$ cat src/rtl/multi_cycle_ctrl.sv
// Multi-cycle MIPS control FSM: steps each instruction through IF/ID/EXE/MEM/WB
// and drives the datapath strobes combinationally from the registered state.
module multi_cycle_ctrl #(
  parameter int              OP_W    = 6,
  parameter int              ALUOP_W = 3,
  parameter logic [OP_W-1:0] HALT_OP = OP_W'('h3F)
) (
  input  logic               CLK,
  input  logic               Reset,
  input  logic [OP_W-1:0]    Op,
  input  logic               Zero,
  output logic               PCWre,
  output logic               IRWre,
  output logic               RegWre,
  output logic [1:0]         RegDst,
  output logic               WrRegDSrc,
  output logic               ALUSrcB,
  output logic               ExtSel,
  output logic [ALUOP_W-1:0] ALUOp,
  output logic               mRD,
  output logic               mWR,
  output logic               DBDataSrc,
  output logic [1:0]         PCSrc,
  output logic [2:0]         State
);

  typedef enum logic [2:0] {
    S_IF    = 3'b000,
    S_ID    = 3'b001,
    S_EXE_M = 3'b010,
    S_MEM   = 3'b011,
    S_WB_L  = 3'b100,
    S_EXE_B = 3'b101,
    S_EXE_A = 3'b110,
    S_WB_A  = 3'b111
  } state_e;

  localparam logic [OP_W-1:0] OP_ADD   = OP_W'('h00);
  localparam logic [OP_W-1:0] OP_SUB   = OP_W'('h01);
  localparam logic [OP_W-1:0] OP_ADDIU = OP_W'('h02);
  localparam logic [OP_W-1:0] OP_AND   = OP_W'('h10);
  localparam logic [OP_W-1:0] OP_ORI   = OP_W'('h12);
  localparam logic [OP_W-1:0] OP_SLT   = OP_W'('h26);
  localparam logic [OP_W-1:0] OP_SW    = OP_W'('h30);
  localparam logic [OP_W-1:0] OP_LW    = OP_W'('h31);
  localparam logic [OP_W-1:0] OP_BEQ   = OP_W'('h34);
  localparam logic [OP_W-1:0] OP_BNE   = OP_W'('h35);
  localparam logic [OP_W-1:0] OP_J     = OP_W'('h38);
  localparam logic [OP_W-1:0] OP_JR    = OP_W'('h39);
  localparam logic [OP_W-1:0] OP_JAL   = OP_W'('h3A);

  localparam logic [ALUOP_W-1:0] ALU_ADD = ALUOP_W'(0);
  localparam logic [ALUOP_W-1:0] ALU_SUB = ALUOP_W'(1);
  localparam logic [ALUOP_W-1:0] ALU_AND = ALUOP_W'(2);
  localparam logic [ALUOP_W-1:0] ALU_OR  = ALUOP_W'(3);
  localparam logic [ALUOP_W-1:0] ALU_SLT = ALUOP_W'(4);

  state_e state_q, state_d;

  logic op_sub, op_addiu, op_and, op_ori, op_slt, op_sw, op_lw;
  logic op_beq, op_bne, op_j, op_jr, op_jal;
  logic is_halt, is_arith, is_branch, is_mem;

  assign op_sub    = (Op == OP_SUB);
  assign op_addiu  = (Op == OP_ADDIU);
  assign op_and    = (Op == OP_AND);
  assign op_ori    = (Op == OP_ORI);
  assign op_slt    = (Op == OP_SLT);
  assign op_sw     = (Op == OP_SW);
  assign op_lw     = (Op == OP_LW);
  assign op_beq    = (Op == OP_BEQ);
  assign op_bne    = (Op == OP_BNE);
  assign op_j      = (Op == OP_J);
  assign op_jr     = (Op == OP_JR);
  assign op_jal    = (Op == OP_JAL);
  assign is_halt   = (Op == HALT_OP);
  assign is_arith  = (Op == OP_ADD) | op_sub | op_addiu | op_and | op_ori | op_slt;
  assign is_branch = op_beq | op_bne;
  assign is_mem    = op_lw | op_sw;

  // Jumps, halt and unrecognised opcodes all retire in ID.
  always_comb begin
    state_d = S_IF;
    case (state_q)
      S_IF:    state_d = S_ID;
      S_ID: begin
        if (is_halt)        state_d = S_IF;
        else if (is_branch) state_d = S_EXE_B;
        else if (is_mem)    state_d = S_EXE_M;
        else if (is_arith)  state_d = S_EXE_A;
        else                state_d = S_IF;
      end
      S_EXE_A: state_d = S_WB_A;
      S_EXE_M: state_d = S_MEM;
      S_MEM:   state_d = op_lw ? S_WB_L : S_IF;
      default: state_d = S_IF;
    endcase
  end

  always_ff @(posedge CLK) begin
    if (Reset) state_q <= S_IF;
    else       state_q <= state_d;
  end

  assign State = state_q;

  // Reset masks every strobe and select so an abandoned instruction writes nothing.
  always_comb begin
    PCWre     = 1'b0;
    IRWre     = 1'b0;
    RegWre    = 1'b0;
    RegDst    = 2'b00;
    WrRegDSrc = 1'b0;
    ALUSrcB   = 1'b0;
    ExtSel    = 1'b0;
    ALUOp     = ALU_ADD;
    mRD       = 1'b0;
    mWR       = 1'b0;
    DBDataSrc = 1'b0;
    PCSrc     = 2'b00;
    if (!Reset) begin
      IRWre   = (state_q == S_IF);
      PCWre   = (state_q != S_IF) && (state_d == S_IF) && !is_halt;
      ALUSrcB = op_addiu | op_ori | op_lw | op_sw;
      ExtSel  = !op_ori;
      if (op_sub | is_branch) ALUOp = ALU_SUB;
      else if (op_and)        ALUOp = ALU_AND;
      else if (op_ori)        ALUOp = ALU_OR;
      else if (op_slt)        ALUOp = ALU_SLT;
      case (state_q)
        S_ID: begin
          RegWre = op_jal;
          if (op_j | op_jal) PCSrc = 2'b11;
          else if (op_jr)    PCSrc = 2'b10;
        end
        S_EXE_B: PCSrc = ((op_beq && Zero) || (op_bne && !Zero)) ? 2'b01 : 2'b00;
        S_MEM: begin
          mRD       = op_lw;
          mWR       = op_sw;
          DBDataSrc = op_lw;
        end
        S_WB_L: begin
          RegWre    = 1'b1;
          RegDst    = 2'b01;
          WrRegDSrc = 1'b1;
          DBDataSrc = 1'b1;
        end
        S_WB_A: begin
          RegWre    = 1'b1;
          RegDst    = (op_addiu | op_ori) ? 2'b01 : 2'b10;
          WrRegDSrc = 1'b1;
        end
        default: ;
      endcase
    end
  end

endmodule

$ cat config.mk
export PLATFORM = sky130hd
export DESIGN_NAME = multi_cycle_ctrl
export DESIGN_NICKNAME = d
export VERILOG_FILES = /design/src/rtl/multi_cycle_ctrl.sv
export SDC_FILE = /design/constraint.sdc
export NUM_CORES = 1
export LEC_CHECK = 0
export CORE_AREA = 10 10 60 62
export DETAILED_ROUTE_END_ITERATION = 8
export DIE_AREA = 0 0 70 72
export GPL_TIMING_DRIVEN = 0
export SETUP_SLACK_MARGIN = 0.05
export SYNTH_ARGS = -nofsm -noshare
export SYNTH_HDL_FRONTEND = slang
export SYNTH_SLANG_ARGS = --single-unit
$ cat constraint.sdc
create_clock -name CLK -period 2.56 [get_ports CLK]
set_input_delay 0.64 -clock CLK [delete_from_list [all_inputs] [get_ports CLK]]
set_output_delay 0.64 -clock CLK [all_outputs]
set_load 0.05 [all_outputs]
* Yosys cells after proc, flatten, opt, wreduce, memory -nomap -nowiden *
Index checks and enable logic that the tools add are counted.

word-level totals
  register bits after elaboration = 3
  word-level logic and storage cells = 79
  output and inout port bits = 19

cells by class
  equality and inequality tests = 20
  multiplexer cells = 33
  reductions and logical operators = 13
  bitwise gates (word level) = 12

operators by type and width
  cell                  count
  $eq A6 B6 Y1 const B  9
  $mux W3               10
  $pmux W3 S5           1
  $mux W1               13
  $eq A3 B3 Y1 const B  4
  $eq A6 B5 Y1 const B  2
  $or A1 B1 Y1          12
  $mux W2               5
  $pmux W2 S2           2
  $eq A3 B2 Y1 const B  2
  $eq A6 B1 Y1 const B  1
  $eq A6 B2 Y1 const B  1
  $logic_not A3 Y1      2
  $logic_not A6 Y1      1
  $logic_and A1 B1 Y1   4
  $pmux W1 S2           2
  $eq A3 B1 Y1 const B  1
  $logic_not A1 Y1      3
  $reduce_bool A3 Y1    1
  $reduce_or A2 Y1      1
  $logic_or A1 B1 Y1    1

* Depth between registers and ports, before layout *
Gate-level depths: netlist (run 1).

  word-level depth = 15
  depth in mapped cells = 5

* Worst setup path before layout (run 1) *
No wires, ideal clock.

  path type = register -> output
  from = register state_q[0] (netlist: State[0])
  to = output port mWR
  path slack = -0.850 ns
  buffers on the path = 1
  required time = 1.920 ns
  arrival = 2.770 ns
  stages on the path, launching flop included = 5
  path through = dfxtp_1 > buf_6 > nand4b_1 > or2_2 > nor4_1

between the ends
  longest elaborated chain between the ends = 3

RTL lines
  what                    line  text
  start, declared         58    state_e state_q, state_d;
  start signal, assigned  102   else state_q <= state_d;
  $eq A3 B2 Y1            130   case (state_q)
  $mux W1                 130
  $mux W1                 121   if (!Reset) begin
  end, declared           21    output logic mWR,

No other way between the ends.

* Worst setup path after layout (run 1) *
  from = input port Op[2]
  to = output port PCWre

between the ends
  longest elaborated chain between the ends = 15

RTL lines
  what                                              line    text
  start, declared                                   10      input logic [OP_W-1:0] Op,
  $eq A6 B1 Y1 or $logic_not A6 Y1 (tied branches)  64, 77
  $or A1 B1 Y1 (5 in a row)                         77      assign is_arith = (Op == OP_ADD) | op_sub | op_addiu | op_and | op_ori | op_slt;
  $mux W3                                           90      else if (is_arith) state_d = S_EXE_A;
  $mux W3                                           89      else if (is_mem) state_d = S_EXE_M;
  $mux W3                                           88      else if (is_branch) state_d = S_EXE_B;
  $mux W3                                           87      if (is_halt) state_d = S_IF;
  $pmux W3 S5                                       84      case (state_q)
  $logic_not A3 Y1                                  123     PCWre = (state_q != S_IF) && (state_d == S_IF) && !is_halt;
  $logic_and A1 B1 Y1                               123
  $logic_and A1 B1 Y1 (*)                           123
  $mux W1 (*)                                       121
  end, declared                                     12      output logic PCWre,

Mark *: on every way between the ends. The rest lies on a longest branch, timed or not.

==> results of run 1 <==
==> per-stage QoR <==
step	hold WS, ns	TNS (ns)	total power [uW]	instances
detailed placement	0.682	-14.24	181	137
global placement	0.682	-14.23	181	137
CTS	0.820	0	289	149
global route	0.806	0	317	152
finish	0.743	0	296	152
floorplan	0.852	-0.702	145	83
==> cells by family after synthesis <==
| family | after synthesis | synth area share, % |
|---|---|---|
| flops | 3 | 10.3 |
| simple gates | 47 | 46.1 |
| buf+inv | 13 | 16.6 |
| compound gates | 19 | 25.4 |
| xor+xnor | 1 | 1.51 |
==> worst paths after layout <==
kind              depth (start not counted)      from  slack (ns)  endpoint
hold / removal                            3  State[1]        0.74  State[2]
hold reg to reg                           3  State[1]        0.74  State[2]
setup reg to reg                          6  State[0]        1.04  State[1]
setup / recovery                          6     Op[2]        0.05     PCWre
==> worst max-delay path, delay by kind of cell <==
| kind | cells | cell delay (ns) |
|---|---|---|
| simple gates | 2 | 0.76 |
| buf+inv | 2 | 0.23 |
| compound gates | 2 | 0.23 |
==> cell usage in the layout (no fill, tap or decap), types with 2 or more instances in the layout <==
cell type | synthesis | layout
buf_2 | 0 | 8
clkbuf_4 | 0 | 3
nor3_4 | 0 | 3
o22a_1 | 2 | 2
clkdlybuf4s50_1 | 0 | 4
nor2_4 | 0 | 3
nand2_1 | 4 | 3
buf_4 | 2 | 12
inv_1 | 5 | 4
or4_4 | 0 | 2
and3_4 | 1 | 2
a21oi_1 | 5 | 4
nor4_2 | 0 | 3
nor2_2 | 0 | 2
or4b_4 | 2 | 2
buf_6 | 4 | 11
a211oi_2 | 1 | 3
nor3_2 | 0 | 3
buf_8 | 0 | 4
nor2_1 | 15 | 10
nand4b_1 | 2 | 2
dfxtp_2 | 0 | 2
==> layout make-up <==
cell class	instances	area, um^2
fillers	259	1260
multi-input cells	67	623
inverters	5	18.8
well taps	30	37.5
plain buffers	8	92.6
clock buffers	4	26.3
repair buffers	35	308
flip-flops and latches	3	62.6
==> power breakdown <==
| group | switching, uW | internal, uW | total (uW) |
|---|---|---|---|
| Combinational | 90.7 | 68.9 | 160 |
| Clock | 26.7 | 58.6 | 85.3 |
| Sequential | 2.22 | 49.3 | 51.5 |
| Total | 120 | 177 | 296 |
==> metal layers <==
metal,global-route usage [%],vias to the layer above,share of wire [%]
met5,0,-,0
met4,3.07,0,0.48
met3,3.40,2,6.0
met2,13.5,28,44
met1,11.5,369,49
li1,-,389,-
==> what timing repair did <==
| action | 4_1_cts | 5_1_grt |
|---|---|---|
| resized for setup | 129 | 16 |
| pin swaps | 12 | 8 |
| setup endpoints to repair | 16 | 11 |
| buffers inserted | 8 | 3 |
==> metrics.md, run 1 <==
| Metric | Value |
|---|---|
| Global-route wire length before repair | 3860 um |
| Synthesized area | 581 um^2 |
| Worst VDD drop | 0.000202 V |
| Critical Path AT | 1.87 ns |
| Max clock buf depth | 2 |
| Yosys top cell area share | 10.3% |
| Final wirelength | 2300 um |
| Final Max Tran Viols | 0 |
| Slowest cell on crit path | or4b_4 |
| DRC violations left | 0 |
| Leak | 0.000467 uW |
| DR WL/cell | 15.1 um |
| Initial DRC Count | 22 |
| Commonest cells post-synth | nor2_1, nor3_1, a21oi_1, inv_1 |
| Die Area | 0.00504 mm^2 |
| Synth-to-layout area growth | 101% |
| Worst Path Max Fanout | 3 |
| RSZ-0062 raised after global routing | true |
| Root Driver | clkbuf_4 |
| Final worst slack | 0.0480 ns |
| Initial antenna violation count | 0 |
| Leading post-synthesis cells by cell area | dfxtp_1, nor2_1, buf_6 |
| Final Cycle Share | 98.1% |
| CTS tree | done |
| Layout Skew | 0.00120 ns |
| Post-synthesis sequential area ratio | 10.3% |
| Clk sink count | 3 |
| Drt pass-1 iters | 4 |
| Detailed placement HPWL | 1610 um |
| Dpl ws | -1.14 ns |
| Total Routing Usage GR | 9.02% |
| Synth Area per Inst | 6.99 um^2 |
| # nets final | 132 |
| Die width | 70 um |
| Num CTS Buffers | 3 |
| Final setup viols | 0 |
| Relative slew slack | 66.3% |
| Synth async-reset ratio | 0% |
| Yosys warns | 0 |
| Status | finished, final reports clean |
| CP required | 1.92 ns |
| Via density | 5.18 |
| Hold WC Path Type | flip-flop to flip-flop |
| # H-tree levels | 1 |
| Area of the core | 0.00243 mm^2 |
| Flip-flop count of the largest register after layout | 3 |
| Largest net degree at the start of global routing | 11 |
| Remaining global-route overflow | 0 |
| Fin util | 48.0% |
| Fin crit period | 2.51 ns |
| Starting Density | 23.9% |
| Ant. Diodes | 0 |
| Setup CP Type | primary input to primary output |
| EDFF count, synth | 0 |
| Maximum clock frequency | 0.398 GHz |
| Crit-path cells | buf_6 -> or4b_4 -> o22ai_4 -> a211oi_2 -> and3_4 -> buf_8 |
| Routability congestion estimate | 0.742 |
| Slew @ Worst Pin | 0.505 ns |
| I/O pin count | 28 |
| Cell taking the most area after synthesis | dfxtp_1 |
| Syn Inst Count | 83 |
| Cts hold-fix bufs | 0 |
| Row Count | 18 |
| Clock transition at path regs | 0.04 ns |
| Routed Antenna Nets | 0 |
| Startpoint Class | primary input |
| Synthesized flop and latch total | 3 |
| Most common cell in the netlist | nor2_1 |
| Crit path largest cell delay | 0.58 ns |
| Area after DPL | 961 um^2 |
| Final Hold Fails | 0 |
| Fin area | 0.00117 mm^2 |
| Worst-skew pair later-pin latency | 0.23 ns |
| Layout cells sized above 1 | 68.0% |
| Maximum Capacitance Violations | 0 |
| Pwr per Cell Area | 254 mW/mm^2 |
| Vias in the first global route | 782 |
| Port Buffers | 24 |
| Syn nets | 92 |
| Most used DFF post-synth | dfxtp_1 |
| Library cells used by synthesis | 35 |
| Worst setup EP type | primary output |
| Die Ht | 72 um |
| DR vias | 788 |
Power figures use the tool's default switching activity.
==> run 2, diff against run 1 <==
- CAP_MARGIN: not set -> 20
- CTS_CLUSTER_SIZE: not set -> 12
- SETUP_SLACK_MARGIN: 0.05 -> 0.15
==> metrics.md, run 2 (same netlist as run 1, synthesis figures left out) <==
| Metric | Value |
|---|---|
| Status | finished, final reports clean |
| # H-tree levels | 1 (unchanged) |
| Pwr per Cell Area | 243 mW/mm^2 (-4.4%) |
| Hold WC Path Type | flip-flop to flip-flop |
| Final Instance Count excl. Fillers | 160 (+5.3%) |
| Worst setup EP type | primary output |
| Fin crit period | 2.50 ns (-0.00786 ns) |
| Final Cycle Share | 97.8% (-0.31 points) |
| Initial antenna violation count | 0 (unchanged) |
| Fin area | 0.00130 mm^2 (+11%) |
| Die Ht | 72 um (unchanged) |
| Initial DRC Count | 54 (+150%) |
| Final Hold Fails | 0 (unchanged) |
| Clock transition at path regs | 0.04 ns (about the same) |
| CTS tree | done |
| Synth-to-layout area growth | 123% |
| Layout Skew | 0.00340 ns (+0.00220 ns) |
| Routability congestion estimate | 0.807 (+8.8%) |
| Placed Cells | 137 (unchanged) |
| DR vias | 829 (+5.2%) |
| Via density | 5.18 (about the same) |
| Area after DPL | 966 um^2 (+0.52%) |
| Total Routing Usage GR | 9.75% (+0.73 points) |
| Area of the core | 0.00243 mm^2 (unchanged) |
| DRC violations left | 0 (unchanged) |
| Maximum clock frequency | 0.399 GHz (+0.31%) |
| DR WL/cell | 16.5 um (+9.1%) |
| Die Area | 0.00504 mm^2 (unchanged) |
| Num CTS Buffers | 3 (unchanged) |
| Final wirelength | 2640 um (+15%) |
| Remaining global-route overflow | 0 (unchanged) |
| Final worst slack | 0.0559 ns (+0.00786 ns) |
| Detailed placement HPWL | 1690 um (+4.6%) |
| Worst VDD drop | 0.000233 V (+16%) |
| Worst Path Max Fanout | 4 (+1) |
| Final Max Tran Viols | 0 (unchanged) |
| Layout cells sized above 1 | 71.5% (+3.5 points) |
| Crit path launch | Op[1] |
| Slew @ Worst Pin | 0.508 ns (+0.00326 ns) |
| Critical Path AT | 1.86 ns (about the same) |
| Starting Density | 23.9% (unchanged) |
| Reg2reg start | State[0] |
| Leak | 0.000508 uW (+8.7%) |
| Vias in the first global route | 867 (+11%) |
| Row Count | 18 (unchanged) |
| Commonest non-fill, non-tap cells in the layout | buf_4, buf_6, nor2_1 |
| I/O pin count | 28 (unchanged) |
| CP endpoint | PCWre |
| Commonest non-fill, non-tap cell in the layout | buf_4 |
| Fin util | 53.3% (+5.2 points) |
| Flip-flop count of the largest register after layout | 3 (unchanged) |
| Final setup TNS | 0 ns (unchanged) |
| Clk sink count | 3 (unchanged) |
| Global-route wire length before repair | 4250 um (+10%) |
| Worst R2R Path Depth | 7 (+1) |
| Largest net degree at the start of global routing | 11 (unchanged) |
| Max clock buf depth | 2 (unchanged) |
| Die width | 70 um (unchanged) |
| Ant. Diodes | 0 (unchanged) |
| # nets final | 140 (+6.1%) |
| CP required | 1.92 ns (about the same) |
| Maximum Capacitance Violations | 0 (unchanged) |
| Setup slack, reg-to-reg | 0.93 ns (-0.11 ns) |
| Relative slew slack | 66.0% (-0.22 points) |
| Routed Antenna Nets | 0 (unchanged) |
| R2R Path End | State[2] |
| Root Driver | clkbuf_4 |
| Port Buffers | 24 (unchanged) |
| Drt pass-1 iters | 4 (unchanged) |
| Final setup viols | 0 (unchanged) |
| Worst-skew pair later-pin latency | 0.23 ns (about the same) |
| Setup CP Type | primary input to primary output |
| RSZ-0062 raised after global routing | true |
| Dpl ws | -1.11 ns (+0.0338 ns) |
| Startpoint Class | primary input |
-- run 2: changes by cell type in the layout (fill, tap and decap cells not counted), moves of 2 or more --
cell | previous run | this run
buf_2 | 8 | 1
buf_4 | 12 | 19
buf_6 | 11 | 17
clkbuf_2 | 1 | 3
nor2_2 | 2 | 4
nor4_2 | 3 | 1
nor4_4 | 1 | 3
-- run 2: timing repair --
item / 4_1_cts / 5_1_grt
hold buffers: 0 / 0
hold endpoints to repair: 0 / 0
resized for setup: 144 / 22
pin swaps: 15 / 12
setup endpoints to repair: 16 / 15
buffers inserted: 13 / 5
cloned: 1 / 0
-- run 2: critical path, cell delays in order --
cell	delay, ns
buf_12	0.11
or4b_4	0.57
o22ai_2	0.12
a211oi_2	0.10
and3_4	0.18
buf_8	0.14
-- run 2: cell type report --
cell class              instances  area [um^2]
well taps                      30         37.5
inverters                       5         18.8
fillers                       246         1140
plain buffers                   8          105
flip-flops and latches          3         63.8
repair buffers                 43          397
clock buffers                   4         26.3
multi-input cells              67          648
-- run 2: power by group --
group,internal [uW],switching [uW],total (uW)
logic,81.1,98.3,179
registers,49.4,2.12,51.5
clock network,58.5,25.1,83.6
total,189,126,314
-- run 2: through the flow --
| stage | hold WS [ns] | power, uW |
|---|---|---|
| 4_1_cts | 0.815 | 301 |
| 6_report | 0.822 | 314 |
| 5_1_grt | 0.887 | 334 |
| 3_3_place_gp | 0.678 | 181 |
| 3_5_place_dp | 0.687 | 182 |
| 2_1_floorplan | 0.805 | 146 |
-- run 2: routing by layer --
layer | vias to the layer above | wire [um] | track usage [%] | part of all wire (%)
met1 | 396 | 1130 | 11.8 | 43
li1 | 402 | - | - | -
met5 | - | 0 | 0 | 0
met2 | 31 | 1320 | 16.3 | 50
met3 | 0 | 198 | 2.59 | 7.5
met4 | 0 | 0 | 3.29 | 0
-- run 2: worst min-delay path by stage --
stage | to | cells past startpoint | start | slack, ns
floorplan | State[0] | 3 | State[2] | 0.81
global placement | State[2] | 2 | State[1] | 0.68
CTS | State[0] | 5 | State[0] | 0.82
global route | State[0] | 5 | State[0] | 0.89
finish | State[0] | 5 | State[0] | 0.82
detailed placement | State[2] | 2 | State[1] | 0.69
==> run 3, diff against run 2 <==
- SLEW_MARGIN: not set -> 0
==> results of run 3 <==
No change in the layout: final DEF, timing and power equal those of run 2.
